File: config.mk
export PLATFORM = sky130hd
export DESIGN_NAME = gemm_deskew_flat
export DESIGN_NICKNAME = d
export VERILOG_FILES = /design/src/rtl/gemm_deskew_if.sv /design/src/rtl/gemm_deskew.sv /design/src/flat_wrapper.sv
export SDC_FILE = /design/constraint.sdc
export NUM_CORES = 1
export LEC_CHECK = 0
export CORE_UTILIZATION = 39
export CTS_BUF_LIST = sky130_fd_sc_hd__clkbuf_4 sky130_fd_sc_hd__clkbuf_8 sky130_fd_sc_hd__clkbuf_16
export DETAILED_ROUTE_END_ITERATION = 16
export MAX_ROUTING_LAYER = met4
export SETUP_SLACK_MARGIN = 0.5
export SLEW_MARGIN = 25
export SYNTH_ARGS = -nofsm -noshare
export SYNTH_HDL_FRONTEND = slang
export SYNTH_SLANG_ARGS = --single-unit
export TNS_END_PERCENT = 100
File: constraint.sdc
create_clock -name clk -period 5.7 [get_ports clk]
set_input_delay 0.855 -clock clk [delete_from_list [all_inputs] [get_ports clk]]
set_output_delay 0.855 -clock clk [all_outputs]
set_load 0.05 [all_outputs]
File: src/rtl/gemm_deskew_if.sv
`default_nettype none
// ============================================================================
// Module      : gemm_deskew_if
// Description : Bundle of the skewed systolic result lanes, the aligned-row
//               output handshake and the status outputs of gemm_deskew.
// Revision    : 1.0 - initial release
// ============================================================================
interface gemm_deskew_if #(
    parameter int N     = 4,
    parameter int DW    = 32,
    parameter int DEPTH = 4
) ();
    logic [N-1:0]                 in_valid;
    logic [N*DW-1:0]              in_data;
    logic                         out_valid;
    logic                         out_ready;
    logic [N*DW-1:0]              out_data;
    logic [$clog2(DEPTH+1)-1:0]   count;
    logic                         overflow;
    logic                         skew_err;

    // Producer/consumer side: feeds lanes, accepts rows, observes status
    modport master (
        output in_valid, in_data, out_ready,
        input  out_valid, out_data, count, overflow, skew_err
    );

    // Deskew block side
    modport slave (
        input  in_valid, in_data, out_ready,
        output out_valid, out_data, count, overflow, skew_err
    );
endinterface
`default_nettype wire

File: src/rtl/gemm_deskew.sv
`default_nettype none
// ============================================================================
// Module      : gemm_deskew
// Description : Realigns the diagonally skewed result lanes of a systolic
//               array into whole rows and buffers them in a small FIFO.
//               Lane i is delayed N-1-i cycles so all lanes of a row meet
//               at the alignment point; complete rows are pushed, partial
//               rows raise a sticky skew error, rows that find the FIFO
//               full raise a sticky overflow.
// Revision    : 1.0 - initial release
// ============================================================================
module gemm_deskew #(
    parameter int N     = 4,
    parameter int DW    = 32,
    parameter int DEPTH = 4
) (
    input  logic          clk,
    input  logic          rst_n,
    gemm_deskew_if.slave  bus
);
    localparam int c_cnt_w = $clog2(DEPTH + 1);
    localparam int c_ptr_w = (DEPTH > 1) ? $clog2(DEPTH) : 1;
    localparam logic [c_cnt_w-1:0] c_full     = c_cnt_w'(DEPTH);
    localparam logic [c_ptr_w-1:0] c_ptr_last = c_ptr_w'(DEPTH - 1);

    // Lanes as seen at the alignment point
    logic [N-1:0]    w_av;
    logic [N*DW-1:0] w_ad;

    for (genvar gi = 0; gi < N; gi++) begin : g_lane
        localparam int c_stages = N - 1 - gi;
        if (c_stages == 0) begin : g_pass
            // The last lane arrives already aligned
            assign w_av[gi]             = bus.in_valid[gi];
            assign w_ad[gi*DW +: DW]    = bus.in_data[gi*DW +: DW];
        end else begin : g_delay
            logic          r_v [c_stages];
            logic [DW-1:0] r_d [c_stages];

            // Valid shift chain; runs every cycle, there is no backpressure
            always_ff @(posedge clk or negedge rst_n) begin
                if (!rst_n) begin
                    for (int k = 0; k < c_stages; k++) r_v[k] <= 1'b0;
                end else begin
                    r_v[0] <= bus.in_valid[gi];
                    for (int k = 1; k < c_stages; k++) r_v[k] <= r_v[k-1];
                end
            end

            // Data shift chain, qualified by the valid chain so no reset
            always_ff @(posedge clk) begin
                r_d[0] <= bus.in_data[gi*DW +: DW];
                for (int k = 1; k < c_stages; k++) r_d[k] <= r_d[k-1];
            end

            assign w_av[gi]          = r_v[c_stages-1];
            assign w_ad[gi*DW +: DW] = r_d[c_stages-1];
        end
    end

    logic [N*DW-1:0]    r_mem [DEPTH];
    logic [c_ptr_w-1:0] r_wptr;
    logic [c_ptr_w-1:0] r_rptr;
    logic [c_cnt_w-1:0] r_count;
    logic               r_overflow;
    logic               r_skew_err;

    logic w_row;
    logic w_partial;
    logic w_pop;
    logic w_push;
    logic w_drop;

    assign w_row     = &w_av;
    assign w_partial = (|w_av) & ~w_row;
    assign w_pop     = (r_count != '0) & bus.out_ready;
    // A full FIFO still accepts a row when a slot frees up in the same cycle
    assign w_push    = w_row & ((r_count < c_full) | w_pop);
    assign w_drop    = w_row & ~w_push;

    // Row storage written at the write pointer
    always_ff @(posedge clk) begin
        if (w_push) r_mem[r_wptr] <= w_ad;
    end

    // Pointers, occupancy and sticky status flags
    always_ff @(posedge clk or negedge rst_n) begin
        if (!rst_n) begin
            r_wptr     <= '0;
            r_rptr     <= '0;
            r_count    <= '0;
            r_overflow <= 1'b0;
            r_skew_err <= 1'b0;
        end else begin
            if (w_push) r_wptr <= (r_wptr == c_ptr_last) ? '0 : r_wptr + 1'b1;
            if (w_pop)  r_rptr <= (r_rptr == c_ptr_last) ? '0 : r_rptr + 1'b1;
            case ({w_push, w_pop})
                2'b10:   r_count <= r_count + 1'b1;
                2'b01:   r_count <= r_count - 1'b1;
                default: r_count <= r_count;
            endcase
            if (w_drop)    r_overflow <= 1'b1;
            if (w_partial) r_skew_err <= 1'b1;
        end
    end

    assign bus.out_valid = (r_count != '0);
    assign bus.out_data  = bus.out_valid ? r_mem[r_rptr] : '0;
    assign bus.count     = r_count;
    assign bus.overflow  = r_overflow;
    assign bus.skew_err  = r_skew_err;
endmodule
`default_nettype wire
File: src/flat_wrapper.sv
// flat-port wrapper written by rule: the top's interface ports become plain ports
module gemm_deskew_flat 
#(
    parameter int N     = 4,
    parameter int DW    = 32,
    parameter int DEPTH = 4
)
  (clk, rst_n, bus_in_valid, bus_in_data, bus_out_ready, bus_out_valid, bus_out_data, bus_count, bus_overflow, bus_skew_err);
  gemm_deskew_if #(.N(N), .DW(DW), .DEPTH(DEPTH)) bus_i ();
  input  logic clk;
  input  logic rst_n;
  input wire logic [$bits(bus_i.in_valid)-1:0] bus_in_valid;
  input wire logic [$bits(bus_i.in_data)-1:0] bus_in_data;
  input wire logic [$bits(bus_i.out_ready)-1:0] bus_out_ready;
  output wire logic [$bits(bus_i.out_valid)-1:0] bus_out_valid;
  output wire logic [$bits(bus_i.out_data)-1:0] bus_out_data;
  output wire logic [$bits(bus_i.count)-1:0] bus_count;
  output wire logic [$bits(bus_i.overflow)-1:0] bus_overflow;
  output wire logic [$bits(bus_i.skew_err)-1:0] bus_skew_err;
  assign bus_i.in_valid = bus_in_valid;
  assign bus_i.in_data = bus_in_data;
  assign bus_i.out_ready = bus_out_ready;
  assign bus_out_valid = bus_i.out_valid;
  assign bus_out_data = bus_i.out_data;
  assign bus_count = bus_i.count;
  assign bus_overflow = bus_i.overflow;
  assign bus_skew_err = bus_i.skew_err;
  gemm_deskew #(.N(N), .DW(DW), .DEPTH(DEPTH)) u_core (.clk(clk), .rst_n(rst_n), .bus(bus_i));
endmodule
==> results of run 1 <==
[power by group]
part	internal (mW)	switching (mW)
Clock	2.96	1.97
Combinational	2.25	3.43
Sequential	5.79	0.254
Total	11.0	5.65
[per-stage QoR]
stage | setup slack (ns) | cells
after CTS | 1.29 | 2215
after global routing | 1.22 | 2218
final | 1.40 | 2218
after detailed placement | 1.95 | 2077
after floorplan | 0.929 | 1054
after global placement | 1.94 | 2077
[flip-flops by register name, summed over array words and instances (netlist names)]
| register | cells |
|---|---|
| u_core.r_mem | 512 |
| u_core.g_lane.g_delay.r_d | 192 |
| u_core.g_lane.g_delay.r_v | 6 |
| u_core.bus.count | 3 |
| u_core.r_rptr | 2 |
| u_core.r_wptr | 2 |
| u_core.bus.overflow | 1 |
| u_core.bus.skew_err | 1 |
[worst reg2reg max path: stages (launching register included)]
cell and delay [ns]:
dfrtp_1 0.42, or3_4 0.74, buf_12 0.38, and2_1 0.28, ha_1 0.21, inv_1 0.06
fa_1 0.37, xor2_1 0.15, nor2_1 0.12, xor2_1 0.15
[path summary, 6_finish.rpt]
kind / from / end / slack, ns / cells past startpoint
min reg2reg: u_core.g_lane[0].g_delay.r_d[0][29] / u_core.g_lane[0].g_delay.r_d[0][61] / 0.32 / 0
max in group asynchronous: rst_n / u_core.r_rptr[0] / 4.51 / 1
min: u_core.g_lane[0].g_delay.r_d[0][29] / u_core.g_lane[0].g_delay.r_d[0][61] / 0.32 / 0
max: u_core.r_rptr[0] / bus_out_data[25] / 1.40 / 4
min in group asynchronous: rst_n / u_core.bus.overflow / 0.68 / 1
max reg2reg: u_core.bus.count[2] / u_core.bus.count[2] / 2.76 / 9
[layout make-up]
cell class,instances,area [µm²]
Tap cell,782,978
Multi-Input combinational cell,286,3970
Fill cell,4914,30300
Clock inverter,36,340
Sequential cell,719,19600
Timing Repair Buffer,284,2920
Inverter,6,22.5
Clock buffer,102,2240
Antenna cell,3,7.51
[cell families after synthesis]
kind of cell,synth area share (%)
DFF,82.2
and+or+nand+nor,3.68
muxes,12.3
buffers and inverters,1.21
adders and majority gates,0.399
xor gates and xnor gates,0.110
AOI/OAI and AO/OA,0.0630
[synthesized netlist by cell type, drive strengths merged]
master,number,area [µm²]
nor2,3,11.3
inv,6,22.5
xnor2,1,8.76
nand4,1,6.26
nor2b,1,6.26
xor2,2,17.5
nand2b,1,6.26
mux2,4,45.0
mux4,128,2880
dfrtp,15,375
buf,27,206
ha,6,75.1
or4,1,7.51
o21bai,1,7.51
mux2i,1,10.0
fa,1,20.0
a21o,1,7.51
clkbuf,16,60.1
or3,1,6.26
and2,133,832
dfxtp,192,3840
edfxtp,512,15400
[metal layers]
layer / up-vias / wire length (µm) / part of all wire, % / track usage, %
met4: 0 / 889 / 2.0 / 5.06
met3: 68 / 2280 / 5.1 / 3.67
met2: 235 / 23100 / 51 / 25.6
met1: 5401 / 18700 / 42 / 17.9
li1: 4782 / - / - / -
met5: - / 0 / 0 / -
==> reports/metrics.cfg, run 1 <==
[status]
status=finished, final reports clean

[place]
gp_congestion=0.735
post_dp_cell_area_um2=27500
numPortBuffers=268
hpwl_um=25000

[worst_setup_path]
path_class=flip-flop to output port
cp-start-kind=flip-flop
cp_num_buf_inv=2
end_kind=output port
cp_max_fo=33
crit_path_top_delay_cell=dfrtp_4
critPathMaxStageDelay_ns=0.94
cp.required_ns=4.85
critical_path_arrival_ns=3.44
crit_path_cell_trace=buf_12 > mux4_2 > and2_1 > clkdlybuf4s50_1
path_delay_family=buffers and inverters

[finish]
nets=1513
layout_common_cells=edfxtp_1, clkdlybuf4s50_1, dfxtp_1, and2_1, mux4_2
area_delta_synth_final_pct=26.2
stdcell_area_um2=30100
drive_gt1_share_pct=20.2
finalCoreUtilization_pct=49.8
final_common_cell=edfxtp_1

[floorplanning]
core-area_um2=60400
io_pins=269
die_h_um=249
initial_core_util_pct=39.5
rows=90
die_x_um=249
die_area_um2=62100

[routing]
drtIter0Drc=494
wire_per_inst_um=20.3
drtPass1Iterations=4
via_per_inst=4.73
drt-total-wl_um=45000
drc=0
postRouteAntennaNets=0
num_vias=10500

[clocking]
clock_path_buffers=3
cts_tree=done
numCtsBuffers=74
cts_sinks=719
clock_latency_ns=0.61
postCtsResizedCells=0
postCtsHoldBufs=0
clk_pin_slew_ns=0.06
cts_root_buf=clkbuf_16
htree_num_levels=3
cts_setup_buffers=0

[job]
cap_violations=0

[timing]
rsz0062_at_grt=no
period_share_pct=75.4
finalCriticalPeriod_ns=4.30
fin_skew_ns=0.0325
max_slew.worst_pin.slew_ns=0.919
hold_violations=0
finalSetupViolations=0
slew_headroom_pct=38.7
fin_hold_ws_ns=0.317
max_freq_ghz=0.233
setup_tns_ns=0
drv_slew=0

[synth]
syn_area_um2=23800
avgSynthCellArea_um2=22.6
synth_seq_cells=719
yosysSeqAreaShare_pct=82.2
synthCells=1054
yosysWarnings=0
netlist-cell-type-count=24
synth_nets=1196

[global_routing]
antenna_found_initial=3
grt_pass1_vias=11400
gr-total-overflow=0
grtUsageTotal_pct=15.2
grt_pass1_wl_um=68600
grt_max_degree=77

[power]
p_total_mw=16.7
p_leak_nw=10.1
power.density_nw_per_um2=554
max-vdd-ir-drop_mv=0.392

[worst_hold_path]
hp-class=flip-flop to flip-flop

Power figures use the tool's default switching activity.
==> inputs of run 2 (changes only) <==
==> constraint.sdc (replaced) <==
create_clock -name clk -period 3.9 [get_ports clk]
set_input_delay 0.585 -clock clk [delete_from_list [all_inputs] [get_ports clk]]
set_output_delay 0.585 -clock clk [all_outputs]
set_load 0.05 [all_outputs]
==> run 2 against run 1 <==
Clock-buffer cell count decreased by 4. Die area unchanged. Worst setup slack got worse by 0.78 ns. Wire length increased by 2.0%. Global-route usage increased by 0.41 points. Sequential share of layout area about the same. Non-clock buffer count increased by 8. Sequential cell count unchanged. Power increased by 42%. Combinational power increased by 39%.
==> reports/metrics.cfg, run 2 (synthesis gave the netlist of run 1 again) <==
[floorplanning]
io_pins=269  ; unchanged
rows=90  ; unchanged
die_x_um=249  ; unchanged
die_area_um2=62100  ; unchanged
die_h_um=249  ; unchanged
core-area_um2=60400  ; unchanged
initial_core_util_pct=39.5  ; unchanged

[worst_setup_path]
r2r-start=u_core.bus.count[0]
critical_path_arrival_ns=2.69  ; -0.75 ns
critPathLaunch=u_core.r_rptr[0]
crit_path_cell_trace=buf_16 > mux4_2 > and2_1 > dlygate4sd2_1
cp_max_fo=37  ; +12%
path_class=flip-flop to output port
crit_path_top_delay_cell=dfrtp_4
cp-start-kind=flip-flop
r2r_setup_slack_ns=1.61  ; -1.15 ns
cp.required_ns=3.31  ; -1.54 ns
critPathMaxStageDelay_ns=0.58  ; -0.36 ns
end_kind=output port

[finish]
largest_reg_flops=512  ; unchanged
fill_cells=4953  ; +0.79%
drive_gt1_share_pct=20.4  ; +0.18 points
reg.largest.list=u_core.r_mem: 512 flops, u_core.g_lane.g_delay.r_d: 192 flops, u_core.g_lane.g_delay.r_v: 6 flops
layout_common_cells=edfxtp_1, dfxtp_1, clkdlybuf4s50_1, and2_1, mux4_2
regMostFlops=u_core.r_mem
final_common_cell=edfxtp_1
nets=1521  ; +0.53%
area_delta_synth_final_pct=26.1  ; about the same

[place]
gp_congestion=0.698  ; -5.0%
numPortBuffers=268  ; unchanged
hpwl_um=26200  ; +4.7%

[clocking]
numCtsBuffers=74  ; unchanged
clk_pin_slew_ns=0.06  ; about the same
cts_tree=done
cts_root_buf=clkbuf_16
postCtsHoldBufs=0  ; unchanged
clock_path_buffers=3  ; unchanged
clock_latency_ns=0.61  ; about the same
htree_num_levels=3  ; unchanged
cts_sinks=719  ; unchanged

[power]
power.density_nw_per_um2=786  ; +42%
p_leak_nw=10.4  ; +2.7%
max-vdd-ir-drop_mv=0.464  ; +18%

[routing]
drtPass1Iterations=5  ; +1
drtIter0Drc=473  ; -4.3%
via_per_inst=4.78  ; +1.1%
drc=0  ; unchanged
drt-total-wl_um=45900  ; +2.0%
num_vias=10600  ; +1.4%
wire_per_inst_um=20.6  ; +1.7%
postRouteAntennaNets=0  ; unchanged

[timing]
drv_slew=0  ; unchanged
rsz0062_at_grt=yes
fin_hold_ws_ns=0.323  ; +0.00621 ns
finalCriticalPeriod_ns=3.28
max_slew.worst_pin.slew_ns=0.755  ; -0.163 ns
period_share_pct=84.1
finalSetupViolations=0  ; unchanged
max_freq_ghz=0.305
hold_violations=0  ; unchanged
setup_tns_ns=0  ; unchanged
slew_headroom_pct=49.5  ; +11 points
fin_skew_ns=0.0184  ; -0.0141 ns

[global_routing]
grt_pass1_wl_um=70300  ; +2.5%
grt_max_degree=80  ; +3.9%
gr-total-overflow=0  ; unchanged
grt_pass1_vias=11600  ; +1.5%
antenna_found_initial=3  ; unchanged
grtUsageTotal_pct=15.6  ; +0.41 points

[job]
cap_violations=0  ; unchanged

[status]
status=finished, final reports clean

[worst_hold_path]
hp-class=flip-flop to flip-flop
worstHoldStart=u_core.g_lane[0].g_delay.r_d[0][38]

[run 2: final timing paths]
path	endpoint	depth (start not counted)
max	bus_out_data[14]	4
min	u_core.g_lane[0].g_delay.r_d[0][70]	0
max reg2reg	u_core.bus.count[2]	9
min reg2reg	u_core.g_lane[0].g_delay.r_d[0][70]	0
max in group asynchronous	u_core.r_rptr[1]	1
min in group asynchronous	u_core.bus.overflow	1
[run 2: final cells by class]
type	count	area, µm²	share of cell area (%)
flip-flops and latches	719	19600	65.2
multi-input cells	286	3970	13.2
repair buffers	292	2980	9.91
clock buffers	98	2120	7.06
well taps	782	978	3.26
clock inverters	39	375	1.25
inverters	6	22.5	0.0749
diodes	3	7.51	0.0250
[run 2: where the power goes]
part,switching (mW),internal (mW)
sequential,0.195,8.47
combinational,5.15,2.76
clock,2.86,4.20
total,8.20,15.4
[run 2: per-layer routing]
metal / track usage, % / share of wire [%] / vias to the layer above
met4: 5.08 / 1.8 / 0
met3: 4.27 / 6.3 / 65
met5: - / 0 / -
li1: - / - / 4791
met1: 19.0 / 42 / 5535
met2: 25.3 / 50 / 246
[run 2: what timing repair did]
| action | CTS | global route |
|---|---|---|
| setup buffers | 0 | 0 |
| gates resized for setup | 125 | 3 |
| setup endpoints to repair | 125 | 29 |
[run 2: critical path: cells and delay by family (launching register included)]
family,cells,cell delay [ns]
buffers and inverters,2,0.74
and+or+nand+nor,1,0.17
DFF,1,0.58
muxes,1,0.56
[run 2: through the flow]
| step | util, % | cells | setup WS [ns] | cell area [µm²] | total power [mW] |
|---|---|---|---|---|---|
| final | 49.8 | 2225 | 0.621 | 30100 | 23.6 |
| after global routing | 49.8 | 2225 | 0.479 | 30100 | 24.6 |
| after CTS | 49.8 | 2222 | 0.501 | 30000 | 24.0 |
| after detailed placement | 45.9 | 2085 | 0.888 | 27700 | 17.5 |
| after global placement | 45.9 | 2085 | 0.914 | 27700 | 17.5 |
| after floorplan | - | 1054 | 0.765 | 23800 | 14.7 |
